--- src/rtl/receiver_pkg.sv ---
// Shared widths, frame constants and FSM encoding for the receiver block reader.
package receiver_pkg;

  localparam int DATA_W                = 17;
  localparam int TS_W                  = 24;
  localparam int BLOCK_W               = DATA_W + TS_W;
  localparam int FRAME_BYTES_PER_BLOCK = 6;
  localparam int FRAME_W               = 8 * FRAME_BYTES_PER_BLOCK;

  localparam logic [FRAME_W-1:0] TIMEOUT_FILL = 48'hFFFF_FFFF_FFFF;

  typedef enum logic [2:0] {
    IDLE,
    HEADER,
    WAIT,
    SEND,
    FINISH
  } state_t;

endpackage

--- src/rtl/byte_serializer.sv ---
// 48-bit load/shift register that presents one block group MSB byte first
// on a valid/ready stream and flags acceptance of the final byte.
module byte_serializer
  import receiver_pkg::*;
(
  input  logic               clk,
  input  logic               rst,
  input  logic               load,
  input  logic [FRAME_W-1:0] load_data,
  input  logic               ready,
  output logic [7:0]         byte_data,
  output logic               valid,
  output logic               last_byte_accepted
);

  logic [FRAME_W-1:0] shift_reg;
  logic [2:0]         byte_cnt;

  assign byte_data          = shift_reg[FRAME_W-1 -: 8];
  assign last_byte_accepted = valid && ready && (byte_cnt == 3'd0);

  // byte_cnt counts the bytes still to follow the one currently presented
  always_ff @(posedge clk or posedge rst) begin
    if (rst) begin
      shift_reg <= '0;
      byte_cnt  <= 3'd0;
      valid     <= 1'b0;
    end else if (load) begin
      shift_reg <= load_data;
      byte_cnt  <= 3'(FRAME_BYTES_PER_BLOCK - 1);
      valid     <= 1'b1;
    end else if (valid && ready) begin
      shift_reg <= shift_reg << 8;
      if (byte_cnt == 3'd0) begin
        valid <= 1'b0;
      end else begin
        byte_cnt <= byte_cnt - 3'd1;
      end
    end
  end

endmodule

--- src/rtl/receiver_block_reader.sv ---
// Drains the receiver's decoded blocks into a byte frame: header N, then one
// 6-byte group per block, with a per-block timeout that substitutes all-ones.
module receiver_block_reader
  import receiver_pkg::*;
#(
  parameter int TIMEOUT_CYCLES = 64,
  parameter int TO_W           = 7
) (
  input  logic               clk_96MHz,
  input  logic               reset,
  input  logic               start,
  input  logic [7:0]         avl_blocks_nb,
  input  logic [BLOCK_W-1:0] block_wanted,
  input  logic               data_ready,
  output logic [7:0]         block_wanted_number,
  output logic [7:0]         tx_data,
  output logic               tx_valid,
  input  logic               tx_ready,
  output logic               busy,
  output logic               done,
  output logic               timeout_err
);

  localparam logic [TO_W-1:0] TO_LAST = TO_W'(TIMEOUT_CYCLES - 1);

  state_t             state, next_state;
  logic [7:0]         n_blocks;
  logic [7:0]         idx;
  logic [TO_W-1:0]    to_cnt;
  logic               ser_load;
  logic [FRAME_W-1:0] ser_data;
  logic [7:0]         ser_byte;
  logic               ser_valid;
  logic               ser_last;
  logic               got_block;
  logic               timed_out;
  logic               last_block;

  // to_cnt==0 marks the settling cycle right after a new index is presented
  assign got_block  = (state == WAIT) && (to_cnt != '0) && data_ready;
  assign timed_out  = (state == WAIT) && !got_block && (to_cnt == TO_LAST);
  assign last_block = (idx + 8'd1) == n_blocks;

  always_ff @(posedge clk_96MHz or posedge reset) begin
    if (reset) begin
      state <= IDLE;
    end else begin
      state <= next_state;
    end
  end

  always_comb begin
    next_state = state;
    ser_load   = 1'b0;
    ser_data   = TIMEOUT_FILL;
    case (state)
      IDLE: begin
        if (start) next_state = HEADER;
      end
      HEADER: begin
        if (tx_ready) next_state = (n_blocks == 8'd0) ? FINISH : WAIT;
      end
      WAIT: begin
        if (got_block) begin
          ser_load   = 1'b1;
          ser_data   = FRAME_W'(block_wanted);
          next_state = SEND;
        end else if (timed_out) begin
          ser_load   = 1'b1;
          next_state = SEND;
        end
      end
      SEND: begin
        if (ser_last) next_state = last_block ? FINISH : WAIT;
      end
      FINISH: begin
        next_state = IDLE;
      end
      default: begin
        next_state = IDLE;
      end
    endcase
  end

  always_ff @(posedge clk_96MHz or posedge reset) begin
    if (reset) begin
      n_blocks            <= 8'd0;
      idx                 <= 8'd0;
      to_cnt              <= '0;
      block_wanted_number <= 8'd0;
      timeout_err         <= 1'b0;
    end else begin
      case (state)
        IDLE: begin
          if (start) begin
            n_blocks    <= avl_blocks_nb;
            idx         <= 8'd0;
            timeout_err <= 1'b0;
          end
        end
        HEADER: begin
          if (tx_ready) begin
            block_wanted_number <= idx;
            to_cnt              <= '0;
          end
        end
        WAIT: begin
          to_cnt <= to_cnt + 1'b1;
          if (timed_out) timeout_err <= 1'b1;
        end
        SEND: begin
          if (ser_last) begin
            idx    <= idx + 8'd1;
            to_cnt <= '0;
            if (!last_block) block_wanted_number <= idx + 8'd1;
          end
        end
        FINISH: begin
          block_wanted_number <= 8'd0;
        end
        default: begin
        end
      endcase
    end
  end

  byte_serializer u_serializer (
    .clk                (clk_96MHz),
    .rst                (reset),
    .load               (ser_load),
    .load_data          (ser_data),
    .ready              (tx_ready),
    .byte_data          (ser_byte),
    .valid              (ser_valid),
    .last_byte_accepted (ser_last)
  );

  assign tx_valid = (state == HEADER) || ser_valid;
  assign tx_data  = (state == HEADER) ? n_blocks : (ser_valid ? ser_byte : 8'h00);
  assign busy     = (state == HEADER) || (state == WAIT) || (state == SEND);
  assign done     = (state == FINISH);

endmodule

--- config.mk ---
export PLATFORM = sky130hd
export DESIGN_NAME = receiver_block_reader
export DESIGN_NICKNAME = d
export VERILOG_FILES = /design/src/rtl/receiver_pkg.sv /design/src/rtl/byte_serializer.sv /design/src/rtl/receiver_block_reader.sv
export SDC_FILE = /design/constraint.sdc
export NUM_CORES = 1
export LEC_CHECK = 0
export ABC_AREA = 1
export CORE_MARGIN = 2
export CORE_UTILIZATION = 51
export CTS_BUF_LIST = sky130_fd_sc_hd__clkbuf_8
export CTS_CLUSTER_SIZE = 14
export DETAILED_ROUTE_END_ITERATION = 16
export HOLD_SLACK_MARGIN = 0.12
export PLACE_DENSITY = 0.79
export SETUP_SLACK_MARGIN = 0.5
export SLEW_MARGIN = 20
export SYNTH_ARGS = -nofsm -noshare
export SYNTH_HDL_FRONTEND = slang
export SYNTH_HIERARCHICAL = 1
export SYNTH_SLANG_ARGS = --single-unit
--- constraint.sdc ---
create_clock -name clk_96MHz -period 1.82 [get_ports clk_96MHz]
set_clock_uncertainty 0.05 [all_clocks]
set_input_delay 0.364 -clock clk_96MHz [delete_from_list [all_inputs] [get_ports clk_96MHz]]
set_output_delay 0.364 -clock clk_96MHz [all_outputs]
set_load 0.02 [all_outputs]
==> flow_metrics.tcl <==
set metrics [dict create \
    status "finished, violations left" \
    failed_checks "setup timing" \
    timing.final.crit_share_pct 120 \
    worst_hold_path_type "input pin to asynchronous set/reset pin" \
    timing.slew.headroom_pct 66.6 \
    slowest_stage "dfrtp_2" \
    initial_util_pct 52.5 \
    critical_path_arrival_ns 2.46 \
    finalHoldViolCount 0 \
    place.detailed.hpwl_um 9340 \
    global_route_wire_length_before_repair_um 30400 \
    most_numerous_cell_types_in_the_synthesized_netlist "212 x nand2_1, 87 x dfrtp_1, 86 x nand3_1" \
    fp.dieW_um 104 \
    post_synth_and_or_nand_nor_area_fraction_pct 36.2 \
    worst_slew_pin_slew_ns 0.501 \
    cts-htree-levels 3 \
    antenna_found_initial 0 \
    port-buffer-count 73 \
    postSynth.asyncResetShare_pct 100 \
    fp.dieArea_um2 10800 \
    top_cells_by_area_in_the_synthesized_netlist "dfrtp_1 43%, nand2_1 16%, nand3_1 8.4%" \
    place_ws_ns -0.268 \
    synth_xor_xnor_area_share_pct 1.37 \
    routed_wl_um 27800 \
    drv.max_cap_violation_count 0 \
    globalplace.congestion 0.873 \
    timing.critical_path.required_ns 2.09 \
    timing.final.setup_violations 88 \
    pin_count 74 \
    power_density_over_the_cells_nw_per_um2 1800 \
    synth-main-ff-cell "dfrtp_1" \
    design.final.nets 925 \
    wl_per_cell_um 27.7 \
    placeableCoreArea_um2 9730 \
    grt_max_degree 45 \
    peakVddDrop_mv 0.996 \
    multiInputGateArea_um2 3910 \
    drc 0 \
    synth-compound-area-share_pct 8.06 \
    timing.fmax_mhz 457 \
    route.vias.total 6833 \
    post_route_cells_drive_above_1_share_pct 53.6 \
    clock_latency_ns 0.40 \
    cts_root_buffer "clkbuf_8" \
    numCtsBuffers 9 \
    startpoint_type "flip-flop" \
    synthToLayoutAreaGrowth_pct 77.5 \
    fp-row-count 36 \
    postSynthCellCount 697 \
    detailedRoute.firstPassIterationCount 8 \
    residual_overflow_from_global_routing 0 \
    synth.lib_cells_used.distinct 31 \
    synth_top_family_by_area "simple AND/OR/NAND/NOR gates" \
    grtUsageTotal_pct 35.7 \
    critical_path.max_fanout 8 \
    rsz0062_at_grt "yes" \
    path_clk_slew_ns 0.11 \
    synthMostInstantiatedCell "nand2_1" \
    ys_warn_count 6 \
    num-fill-cells 298 \
    critical-path-top-delay-family "simple AND/OR/NAND/NOR gates" \
    final.setup.worst_slack_ns -0.368 \
    syn_nets 756 \
    post_synth_instance_area_um2 5110 \
    post-route-min-period_ns 2.19 \
    finalMaxSlewViolations 0 \
    numClockSinks 87 \
    synthDominantAreaCellType "dfrtp_1" \
    antenna_violating_nets_post_route 0 \
    fin_util_pct 93.2 \
    synth_enable_flop_cells 0 \
    synth-seq-area-share_pct 42.6 \
    worst-r2r-setup-slack_ns -0.37 \
    standard_cell_area_after_detailed_placement_um2 6400 \
    synth-seq-cells 87 \
    clock_path_buffers 2 \
    timing.critical_path.cells "nand2_1 > nor2_2 > nand3_2 > nand3_2 > nand2_2 > nor2_4 > nand4_4 > nand2_4 > nand2_2 > nand2_1" \
    avgViaCountPerCell 6.81 \
    tritoncts "built" \
    final_non_filler_cell_area_um2 9070 \
    first_iter_violations 923 \
    sequential_cell_area_um2 2180 \
    crit_end_element "flip-flop" \
    largest_register_ff_count 48 \
    yosys.area_share.adder_pct 1.22 \
    synth_mux_area_share_pct 0 \
    criticalPathCategory "flip-flop to flip-flop" \
    leakage_component_of_the_power_nw 4.10 \
    die_height_um 104 \
    cp_num_buf_inv 0 \
    first_global_vias 6021 \
    worst_hold_slack_across_all_endpoints_ns 0.371 \
    critPathMaxStageDelay_ns 0.48 \
    antenna_cells_inserted 0 \
    average_instance_area_after_synthesis_um2 7.33 \
    synthDominantCellAreaShare_pct 42.6 \
]
-- report_power, final --
group	total [W]	internal, W	leakage, nW	switching [W]
Clock	0.00153	0.000681	0.103	0.000853
Combinational	0.0114	0.00472	2.89	0.00670
Sequential	0.00335	0.00269	1.10	0.000659
-- layout make-up --
class                           count  area share (%)
Multi-Input combinational cell    500            43.1
Timing Repair Buffer              185            24.3
Sequential cell                    87            24.0
Inverter                           79            3.92
Tap cell                          133            1.83
Clock buffer                       10            1.52
Clock inverter                      6           0.759
Timing Repair inverter              4           0.565
-- layout by cell type, fill, tap and decap left out, types with 6 or more instances in the layout --
cell type        count
or2_2               20
or2_4               24
buf_12              17
o21ai_1             13
nor2_1               8
nand4_1              6
inv_1               58
xor2_1               6
nand3_4             13
buf_4               57
o21ai_2             12
buf_16              13
nand2_1            113
clkbuf_8            10
clkdlybuf4s50_1     53
nor2_2               6
o21ai_4             10
buf_6               40
nand3_2             40
nand2_2             61
nand2_4             41
nand3_1             33
o21ai_0             12
inv_2               11
dfrtp_1             85
nor2_4              42
-- path summary, 6_finish.rpt --
kind | to | from | cells after the start
min in group clk_96MHz | block_wanted_number[2] | block_wanted_number[2] | 2
max in group asynchronous | u_serializer/shift_reg[18] | reset | 3
max | block_wanted_number[5] | idx[3] | 10
max reg2reg | block_wanted_number[5] | idx[3] | 10
min reg2reg | block_wanted_number[2] | block_wanted_number[2] | 2
min | u_serializer/shift_reg[15] | reset | 2
-- per-stage QoR --
| stage | cells | setup TNS (ns) | total power (W) |
|---|---|---|---|
| floorplan | 697 | 0 | 0.00706 |
| global placement | 916 | -6.80 | 0.00841 |
| detailed placement | 916 | -8.86 | 0.00863 |
| CTS | 978 | -2.25 | 0.0125 |
| global route | 1004 | -18.48 | 0.0166 |
| finish | 1004 | -16.70 | 0.0163 |
-- layer usage --
| layer | global-route usage, % | part of all wire (%) | up-vias | wire length [um] |
|---|---|---|---|---|
| met5 | 0 | 0 | - | 0 |
| met4 | 27.8 | 12 | 0 | 3400 |
| met3 | 6.02 | 11 | 336 | 3160 |
| met2 | 62.0 | 45 | 788 | 12600 |
| met1 | 38.7 | 31 | 3157 | 8600 |
| li1 | - | - | 2552 | - |
-- cells by family (layout without fill, tap and decap cells) --
family          after synthesis  in the layout
compound gates               70             71
xor+xnor                      8              8
fa+ha+maj                     5              5
buf+inv                     113            284
flops                        87             87
simple gates                414            416
-- timing repair --
item,in CTS,in global routing
setup endpoints to repair,107,107
buffers inserted,30,22
hold endpoints to repair,0,0
cloned,16,4
pin swaps,48,95
hold buffers,0,0
resized for setup,300,250
No activity file was read; power rests on OpenSTA's default activity.
